$ cat config.mk
export PLATFORM = sky130hd
export DESIGN_NAME = uart_tx_oversampled
export DESIGN_NICKNAME = d
export VERILOG_FILES = /design/src/rtl/uart_tx_oversampled.sv
export SDC_FILE = /design/constraint.sdc
export NUM_CORES = 1
export LEC_CHECK = 0
export BUFFER_PORTS_ARGS = -buffer_cell sky130_fd_sc_hd__buf_2
export CORE_MARGIN = 4
export CORE_UTILIZATION = 39
export DETAILED_ROUTE_END_ITERATION = 7
export GPL_ROUTABILITY_DRIVEN = 0
export PLACE_DENSITY = 0.6
export SLEW_MARGIN = 20
export SYNTH_ARGS = -nofsm -noshare
export SYNTH_HDL_FRONTEND = slang
export SYNTH_SLANG_ARGS = --single-unit
$ cat constraint.sdc
create_clock -name CLK -period 2.1 [get_ports CLK]
set_input_delay 0.21 -clock CLK [delete_from_list [all_inputs] [get_ports CLK]]
set_output_delay 0.21 -clock CLK [all_outputs]
set_load 0.02 [all_outputs]
$ cat src/rtl/uart_tx_oversampled.sv
// UART transmitter timed from the shared oversampled RX clock: start bit, LSB-first data,
// optional parity, one stop bit. Each bit lasts max(prescale, 4) clock cycles.
module uart_tx_oversampled #(
    parameter int unsigned DATA_WD     = 8,
    parameter int unsigned PRESCALE_WD = 6,
    parameter int unsigned BITCNT_WD   = 3
) (
    input  logic                   CLK,
    input  logic                   RST,
    input  logic [PRESCALE_WD-1:0] prescale,
    input  logic                   PAR_EN,
    input  logic                   PAR_TYP,
    input  logic [DATA_WD-1:0]     P_DATA,
    input  logic                   DATA_VALID,
    output logic                   TX_OUT,
    output logic                   Busy
);

    typedef enum logic [2:0] {StIdle, StStart, StData, StParity, StStop} state_t;

    localparam logic [PRESCALE_WD-1:0] MinPrescale = PRESCALE_WD'(4);
    localparam logic [BITCNT_WD-1:0]   LastBit     = BITCNT_WD'(DATA_WD - 1);

    state_t                 state_q, state_d;
    logic [PRESCALE_WD-1:0] tick_q, tick_d;
    logic [PRESCALE_WD-1:0] presc_q, presc_d;
    logic [BITCNT_WD-1:0]   bit_idx_q, bit_idx_d;
    logic [BITCNT_WD-1:0]   bit_idx_nxt;
    logic [DATA_WD-1:0]     data_q, data_d;
    logic                   par_en_q, par_en_d;
    logic                   par_typ_q, par_typ_d;
    logic                   tx_q, tx_d;
    logic                   busy_q, busy_d;
    logic                   bit_end;

    assign bit_end     = (tick_q == presc_q - PRESCALE_WD'(1));
    assign bit_idx_nxt = bit_idx_q + BITCNT_WD'(1);
    assign TX_OUT      = tx_q;
    assign Busy        = busy_q;

    always_ff @(posedge CLK or negedge RST) begin
        if (!RST) begin
            state_q   <= StIdle;
            tick_q    <= '0;
            presc_q   <= '0;
            bit_idx_q <= '0;
            data_q    <= '0;
            par_en_q  <= 1'b0;
            par_typ_q <= 1'b0;
            tx_q      <= 1'b1;
            busy_q    <= 1'b0;
        end else begin
            state_q   <= state_d;
            tick_q    <= tick_d;
            presc_q   <= presc_d;
            bit_idx_q <= bit_idx_d;
            data_q    <= data_d;
            par_en_q  <= par_en_d;
            par_typ_q <= par_typ_d;
            tx_q      <= tx_d;
            busy_q    <= busy_d;
        end
    end

    always_comb begin
        state_d   = state_q;
        tick_d    = tick_q;
        presc_d   = presc_q;
        bit_idx_d = bit_idx_q;
        data_d    = data_q;
        par_en_d  = par_en_q;
        par_typ_d = par_typ_q;
        tx_d      = tx_q;
        busy_d    = busy_q;

        // Tick runs only inside a frame; it wraps at each bit end so it is 0 again in idle.
        if (state_q != StIdle) begin
            tick_d = bit_end ? '0 : tick_q + PRESCALE_WD'(1);
        end

        unique case (state_q)
            StIdle: begin
                if (DATA_VALID) begin
                    data_d    = P_DATA;
                    par_en_d  = PAR_EN;
                    par_typ_d = PAR_TYP;
                    presc_d   = (prescale < MinPrescale) ? MinPrescale : prescale;
                    tick_d    = '0;
                    bit_idx_d = '0;
                    tx_d      = 1'b0;
                    busy_d    = 1'b1;
                    state_d   = StStart;
                end
            end
            StStart: begin
                if (bit_end) begin
                    state_d   = StData;
                    bit_idx_d = '0;
                    tx_d      = data_q[0];
                end
            end
            StData: begin
                if (bit_end) begin
                    if (bit_idx_q == LastBit) begin
                        if (par_en_q) begin
                            state_d = StParity;
                            tx_d    = par_typ_q ? ~^data_q : ^data_q;
                        end else begin
                            state_d = StStop;
                            tx_d    = 1'b1;
                        end
                    end else begin
                        bit_idx_d = bit_idx_nxt;
                        tx_d      = data_q[bit_idx_nxt];
                    end
                end
            end
            StParity: begin
                if (bit_end) begin
                    state_d = StStop;
                    tx_d    = 1'b1;
                end
            end
            StStop: begin
                if (bit_end) begin
                    state_d = StIdle;
                    tx_d    = 1'b1;
                    busy_d  = 1'b0;
                end
            end
            default: begin
                state_d = StIdle;
                tick_d  = '0;
                tx_d    = 1'b1;
                busy_d  = 1'b0;
            end
        endcase
    end

endmodule
======== Yosys cells after proc, flatten, opt, wreduce, memory -nomap -nowiden ========
Cells that the tools add are included.
word-level totals
  bits in registers ....................... 30
  input port bits ......................... 19
  word-level logic and storage cells ...... 72
  output and inout bits ................... 2
operators by class
  add/subtract/negate cells ............... 3
  bitwise gates (word level) .............. 1
  equality and inequality tests ........... 14
  multiplexer cells ....................... 30
  reductions and logical operators ........ 13
  $lt $le $gt $ge ......................... 2
operators by type and width
  cell                                                                          number
  3-bit 2-to-1 mux                                                              10
  6-bit 2-to-1 mux                                                              4
  3-bit one-hot mux with 5 select lines                                         1
  2-bit != test, second input constant                                          7
  6-bit one-hot mux with 2 select lines                                         1
  1-bit 2-to-1 mux                                                              10
  3-bit one-hot mux with 3 select lines                                         1
  8-bit XNOR reduction                                                          1
  8-bit XOR reduction                                                           1
  6-bit by 1-bit adder with 6-bit output, second input constant                 1
  3-bit by 2-bit equality test with 1-bit output, second input constant         2
  3-bit equality test, second input constant                                    2
  6-bit equality test                                                           1
  6-bit by 3-bit less-than comparator with 1-bit output, second input constant  1
  6-bit AND reduction                                                           1
  3-bit nonzero test                                                            2
  6-bit by 1-bit subtractor with 6-bit output, second input constant            1
  5-bit AND reduction                                                           1
  3-bit by 4-bit less-than comparator with 1-bit output, second input constant  1
  1-bit one-hot mux with 4 select lines                                         1
  4-bit AND reduction                                                           1
  4-bit OR reduction                                                            1
  3-bit by 1-bit adder with 3-bit output, second input constant                 1
  1-bit binary-select mux with 3-bit select                                     1
  other kinds (9)                                                               9

======== Depth between registers and ports, before layout ========
Gate-level depths: netlist of the first run.
  depth after elaboration ................. 6
  gate-level depth with buffers ........... 9
  gate-level depth less buffers ........... 8

======== Worst setup path before layout of the first run ========
Ideal clock, no wire load.
  path type ............................... register to register
  start point ............................. register presc_q[0]
  end point ............................... register bit_idx_q[0]
  slack ................................... 84 ps
  library setup time ...................... 65 ps
  stages on the path, launching flop included .. 10
  buffers on the path ..................... 1
  period minus slack after synthesis ...... 2016 ps
  data arrival time ....................... 1951 ps
  path through ............................ dfrtp_1 > inv_1 > ha_1 > xnor2_1 > a211oi_2 > o211ai_1 > or3_1 > buf_6 > nor3_4 > mux2_2
on the way
  word-level cells in the longest chain between the ends .. 4
  elaborated cells on any way between the ends .. 5
RTL lines
  element                                          RTL line  RTL
  start: declaration                               26        logic [PRESCALE_WD-1:0] presc_q, presc_d;
  start signal: assignment                         55        presc_q <= presc_d;
  6-bit by 1-bit subtractor with 6-bit output (*)  36        assign bit_end = (tick_q == presc_q - PRESCALE_WD'(1));
  6-bit equality test (*)                          36
  2-bit != test (no line)                          n/a
  5-bit AND reduction (no line) (*)                n/a
  end signal: assignment                           56        bit_idx_q <= bit_idx_d;
  end: declaration                                 27        logic [BITCNT_WD-1:0] bit_idx_q, bit_idx_d;
Mark *: on every way between the ends. The rest lies on a longest branch, timed or not.
A chain may end at the register's enable or synchronous reset.

======== Final worst setup path of the first run ========
Ends and elaborated chain as after synthesis.

==> results of run 1 <==
## critical path, stage by stage (launching register included)
cell      delay (ns)
dfrtp_1         0.34
inv_1           0.06
ha_1            0.30
xnor2_1         0.14
a211oi_2        0.15
o211ai_1        0.15
or3_4           0.43
nor3_4          0.17
mux2_2          0.18
## cell families after synthesis
group / synth area share, %
mux: 3.37
fa+ha+maj: 3.00
xor+xnor: 11.0
compound gates: 12.8
buf+inv: 3.67
simple gates: 21.1
flops: 45.0
## power groups by stage
stage	Combinational (W)	Clock [W]	Sequential, W
floorplan	0.00104	0	0.00103
global placement	0.00129	0	0.00106
detailed placement	0.00133	0	0.00106
CTS	0.00134	0.000494	0.00105
global route	0.00151	0.000526	0.00109
finish	0.00134	0.000481	0.00105
## how the worst min path moves through the flow
stage	endpoint	cells past startpoint
floorplan	Busy$_DFFE_PN0P_	0
global placement	tick_q[0]$_DFF_PN0_	1
detailed placement	tick_q[2]$_DFF_PN0_	1
CTS	par_typ_q$_DFFE_PN0P_	3
global route	par_typ_q$_DFFE_PN0P_	3
finish	par_typ_q$_DFFE_PN0P_	3
## registers in the layout, indices dropped and copies added, names as in the netlist
| name | flops |
|---|---|
| bit_idx_q | 3 |
| par_typ_q | 1 |
| presc_q | 6 |
| data_q | 8 |
| TX_OUT | 1 |
| state_q | 3 |
| Busy | 1 |
| tick_q | 6 |
| par_en_q | 1 |
## synthesized netlist by cell type (2+ instances only)
master	instances
dfrtp_1	29
nor3_1	3
or3_1	3
ha_1	4
buf_6	2
nand2_1	44
nor2b_1	2
nand3_1	5
a21oi_1	6
or2_2	2
nand4_1	2
xor2_1	5
clkbuf_1	3
a31oi_1	2
nor2_1	12
a22o_2	2
xnor2_1	16
inv_1	6
mux4_2	2
o21ai_0	10
## area by class of cell
cell class	instances	share of cell area, %
inverter	6	1.14
tap	50	3.16
sequential	30	38.0
multi-input combinational	136	43.8
clock inverter	1	0.253
clock buffer	7	4.36
timing repair buffer	31	9.35
## routing by layer
metal / global-route usage, % / wire (um) / vias up
met5: 0 / 0 / -
met3: 3.56 / 157 / 5
met1: 19.9 / 1600 / 622
li1: - / - / 667
met2: 23.9 / 1670 / 20
met4: 6.64 / 55 / 0
## timing repair
action,CTS,global route
pin swaps,0,3
endpoints found under the hold margin,29,0
setup buffers,0,1
gates resized for setup,1,1
endpoints found under the setup margin,9,7
hold buffers,1,0
## through the flow
step                hold slack, ns  power [W]  setup slack, ns
finish                       0.120    0.00288            0.122
global route                 0.122    0.00312         -0.00736
CTS                          0.112    0.00289           0.0102
detailed placement           0.294    0.00239           -0.116
global placement             0.287    0.00235          -0.0348
floorplan                  -0.0856    0.00207           0.0840
==> summary.txt, run 1 <==
Worst setup path
  – FF-to-FF setup slack: 0.12 ns
  – CP Data Required Time: 2.32 ns
  – Worst Reg-to-Reg Cells: 8
  – Critical path launch point type: flip-flop
  – Reg2reg end: bit_idx_q[0]$_DFFE_PN0P_
  – FF-to-FF Start: presc_q[0]$_DFFE_PN0P_
  – Worst Setup SP: presc_q[0]$_DFFE_PN0P_
  – CP endpoint: bit_idx_q[0]$_DFFE_PN0P_
  – Crit path arrival time: 2.20 ns
  – Worst-path fanout max: 8
  – WS Path Type: reg -> reg
  – CP endpoint kind: flip-flop

Die
  – DIE WIDTH: 73.4 um
  – Chip height: 73.4 um
  – Row cnt: 23
  – Die area: 0.00539 mm^2
  – Initial Util: 41.2%
  – Core Region: 0.00406 mm^2
  – IO Count: 21

Power
  – Power Density: 1450 mW/mm^2
  – Sw frac: 38.1%
  – Internal power: 0.00178 W
  – Combinational Power Share: 46.7%
  – Sequential power share: 36.5%
  – Peak supply drop: 0.501 mV
  – Leakage: 0.915 nW
  – Clock network power share: 16.7%
  – Sw Pwr: 0.00109 W

Global route
  – Initial antenna violation count: 0
  – Largest net degree at the start of global routing: 31
  – Global-route wire length before repair: 6240 um
  – Vias in the first global route: 1349
  – Total grt overflow: 0
  – GRT Util Overall: 15.2%

Placed design
  – Placed inst area: 0.00186 mm^2
  – Placed insts: 251
  – Port Buf Inserts: 20
  – Post-DP HPWL: 2610 um

Layout
  – Multi-input combinational cell area: 867 um^2
  – Final Instance Area: 0.00198 mm^2
  – Ant. Diodes: 0
  – Storage cell area: 752 um^2
  – Finished Layout Cells: 261
  – Nets: 233
  – Most frequent cells in the layout: 44 x nand2_1, 29 x dfrtp_1, 20 x buf_2
  – Layout cells sized above 1: 24.6%
  – Final Util: 48.8%
  – Area Overhead vs Synth: 18.6%
  – Most common cell after layout, fill and taps aside: nand2_1
  – Fillers: 401

Route
  – DRT Pass-1 Iters: 4
  – Routed vias/inst: 5.03
  – Final antenna-violating net count: 0
  – Routed WL: 3480 um
  – DRC viols: 0
  – Wire length per cell: 13.3 um
  – Overall via count from detail_route: 1314
  – 1st-iter DRT viols: 70

Clock tree
  – CTS tree: done
  – Reg clk slew, reported paths: 0.06 ns
  – CTS Root Cell: clkbuf_8
  – CTS max path bufs: 2
  – TritonCTS Buffers: 5
  – Clock sink count: 30
  – H-tree Lvls: 2
  – Skew-Pair Late Insertion Delay: 0.28 ns

Timing
  – Setup Viol. Count Final: 0
  – Setup TNS: 0 ns
  – Relative slew slack: 55.0%
  – Endpoints failing hold: 0
  – Minimum clock period: 1.98 ns
  – Fmax: 0.505 GHz
  – Least-Margin Pin Slew: 0.674 ns
  – Final worst path period share: 94.2%
  – Layout Skew: 0.00395 ns
  – Slew Viols, Final: 0

Synth
  – Mapped cell area: 0.00167 mm^2
  – Main area contributors after synthesis: dfrtp_1 43%, nand2_1 9.9%, xnor2_1 8.4%, ha_1 3.0%, o21ai_0 3.0%
  – Avg Synthesized Cell Area: 9.38 um^2
  – Top cell type's share of synthesized area: 43.4%
  – Main flop type after synthesis: dfrtp_1
  – Number of synthesized register bits: 30
  – Async S/R FF share, synth: 100%
  – EDFF count, synth: 0
  – Largest area contributor in the netlist: dfrtp_1
  – Ys Warns: 0
  – Post-synthesis cell type count: 38
  – Syn_nets: 201
  – Cells after synthesis: 178
  – Register area share after synthesis: 45.0%

Min path
  – Hold crit path type: in -> reg
  – HP Start: PAR_TYP

Flow run
  – Max-Cap Viols: 0

Status
  – Status: completed
No activity file was read; power rests on OpenSTA's default activity.
==> run 2: changes to the inputs <==
Clock period 2.1 ns to 1.8 ns, I/O delays scaled along.
==> summary.txt, run 2 (synthesis results as in run 1) <==
Status
  – Status: finished with violations
  – Failing checks: setup timing

Power
  – Clock network power share: 15.1% (-1.6 points)
  – Internal power: 0.00234 W (+31%)
  – Leakage: 0.993 nW (+8.5%)
  – Sequential power share: 32.2% (-4.3 points)
  – Sw Pwr: 0.00142 W (+30%)
  – Sw frac: 37.8% (-0.29 points)
  – Peak supply drop: 0.769 mV (+53%)
  – Power Density: 1760 mW/mm^2 (+21%)
  – Combinational Power Share: 52.7% (+6.0 points)

Route
  – Max layer used: met4
  – DRC viols: 0 (unchanged)
  – Met1 wire length: 1720 um (+7.5%)
  – 1st-iter DRT viols: 111 (+59%)
  – Wire length per cell: 13.1 um (-1.7%)
  – Metal3 WL: 160 um (+1.9%)
  – Final antenna-violating net count: 0 (unchanged)
  – Met2 wire length: 1640 um (-1.4%)
  – Overall via count from detail_route: 1399 (+6.5%)
  – DRT Pass-1 Iters: 4 (unchanged)
  – Routed WL: 3600 um (+3.6%)
  – Routed vias/inst: 5.09 (+1.0%)

Worst setup path
  – Worst-path fanout max: 9 (+1)
  – CP endpoint kind: flip-flop
  – Crit path arrival time: 2.19 ns (about the same)
  – Critical path launch point type: flip-flop
  – Crit-path max cell delay: 0.40 ns (-0.03 ns)
  – Sum of buffers and inverters on the critical path: 2 (+1)
  – WS Path Type: reg -> reg
  – Highest-delay cell along the critical path: dfrtp_1
  – CP Data Required Time: 2.03 ns (-0.29 ns)
  – FF-to-FF Start: presc_q[0]$_DFFE_PN0P_
  – Worst Setup SP: presc_q[0]$_DFFE_PN0P_
  – Cell family with most CP delay: simple AND/OR/NAND/NOR gates
  – CP Cell Sequence: inv_2 > ha_4 > xnor2_2 > a211oi_2 > o211ai_1 > or3_1 > buf_6 > nor3_4 > a22o_2

Clock tree
  – Reg clk slew, reported paths: 0.07 ns (about the same)
  – CTS max path bufs: 2 (unchanged)
  – H-tree Lvls: 2 (unchanged)
  – TritonCTS Buffers: 5 (unchanged)
  – Skew-Pair Late Insertion Delay: 0.29 ns (about the same)
  – CTS Root Cell: clkbuf_8
  – Clock sink count: 30 (unchanged)
  – CTS tree: done

Flow run
  – Max-Cap Viols: 0 (unchanged)

Min path
  – Hold crit path type: in -> reg
  – HP Start: P_DATA[3]

Die
  – Die area: 0.00539 mm^2 (unchanged)
  – IO Count: 21 (unchanged)
  – Core Region: 0.00406 mm^2 (unchanged)
  – DIE WIDTH: 73.4 um (unchanged)
  – Initial Util: 41.2% (unchanged)
  – Row cnt: 23 (unchanged)
  – Chip height: 73.4 um (unchanged)

Global route
  – Vias in the first global route: 1453 (+7.7%)
  – Largest net degree at the start of global routing: 31 (unchanged)
  – Global-route wire length before repair: 6420 um (+3.0%)
  – Initial antenna violation count: 0 (unchanged)
  – GRT Util Overall: 15.6% (+0.45 points)
  – Total grt overflow: 0 (unchanged)

Timing
  – Setup WS post-layout: -0.164 ns (-0.285 ns)
  – Slew Viols, Final: 0 (unchanged)
  – Least-Margin Pin Slew: 0.651 ns (-0.0236 ns)
  – Final worst path period share: 109% (+15 points)
  – Minimum clock period: 1.96 ns (-0.0146 ns)
  – Setup Viol. Count Final: 14 (+14)
  – RSZ-0062 raised after global routing: yes
  – Fmax: 0.509 GHz (+0.74%)
  – Endpoints failing hold: 0 (unchanged)
  – Relative slew slack: 56.6% (+1.6 points)
  – Layout Skew: 0.00647 ns (+0.00252 ns)

Layout
  – Layout cells sized above 1: 32.0% (+7.4 points)
  – Nets: 247 (+6.0%)
  – Storage cell area: 752 um^2 (unchanged)
  – Most common cell after layout, fill and taps aside: nand2_1
  – Most frequent cells in the layout: 44 x nand2_1, 29 x dfrtp_1, 23 x buf_4
  – Finished Layout Cells: 275 (+5.4%)
  – Reg with most FFs: data_q
  – Multi-input combinational cell area: 917 um^2 (+5.8%)
  – Fillers: 386 (-3.7%)
  – Top Registers: data_q: 8 flops, presc_q: 6 flops, tick_q: 6 flops
  – Ant. Diodes: 0 (unchanged)
  – Area Overhead vs Synth: 28.1%
  – Max reg flops: 8 (unchanged)

Placed design
  – Port Buf Inserts: 20 (unchanged)
  – Placed insts: 262 (+4.4%)
  – Post-DP HPWL: 2700 um (+3.3%)
  – Dpl ws: -0.224 ns (-0.108 ns)
-- run 2: per-layer routing --
| layer | vias to the layer above | GRT usage, % |
|---|---|---|
| met3 | 8 | 3.97 |
| met4 | 0 | 7.04 |
| met2 | 31 | 24.5 |
| met1 | 667 | 20.3 |
| li1 | 693 | - |
| met5 | - | 0 |
-- run 2: stage by stage --
| stage | TNS, ns | cell area (um^2) | hold slack (ns) | util, % | power, W |
|---|---|---|---|---|---|
| 4_1_cts | -1.67 | 2130 | 0.0699 | 52.5 | 0.00376 |
| 5_1_grt | -3.10 | 2140 | 0.0816 | 52.7 | 0.00406 |
| 3_5_place_dp | -2.27 | 1970 | 0.264 | 48.6 | 0.00305 |
| 6_report | -1.50 | 2140 | 0.0789 | 52.7 | 0.00376 |
| 3_3_place_gp | -1.31 | 1970 | 0.250 | 48.6 | 0.00297 |
| 2_1_floorplan | -0.381 | 1700 | -0.116 | - | 0.00251 |
-- run 2: final timing paths --
kind,endpoint,slack (ns),cells past startpoint
setup / recovery,bit_idx_q[1]$_DFFE_PN0P_,-0.16,9
hold / removal,data_q[3]$_DFFE_PN0P_,0.08,3
setup reg to reg,bit_idx_q[1]$_DFFE_PN0P_,-0.16,9
hold reg to reg,par_typ_q$_DFFE_PN0P_,0.50,2
max in group asynchronous,presc_q[1]$_DFFE_PN0P_,0.92,2
min in group asynchronous,tick_q[0]$_DFF_PN0_,0.45,2
-- run 2: power by group through the flow --
stage	sequential, W	clock [W]	combinational (W)
after floorplan	0.00121	0	0.00130
after global placement	0.00121	0	0.00177
after detailed placement	0.00121	0	0.00183
after global routing	0.00125	0.000612	0.00219
after CTS	0.00121	0.000585	0.00197
final	0.00121	0.000569	0.00198
-- run 2: tightest hold or removal path: stages --
cell and delay, ns:
buf_2 0.07, nand2_1 0.04, nand2_1 0.04
-- run 2: repair_timing --
action	CTS	global route
buffers inserted	4	0
resized for setup	7	1
endpoints found under the setup margin	14	14
hold buffers	1	0
pin swaps	4	1
hold endpoints to repair	29	0
-- run 2: layout make-up --
cell class,instances,share of cell area (%)
inverters,6,1.05
repair buffers,45,13.7
clock inverters,1,0.234
flip-flops and latches,30,35.1
well taps,50,2.92
multi-input cells,136,42.9
clock buffers,7,4.04
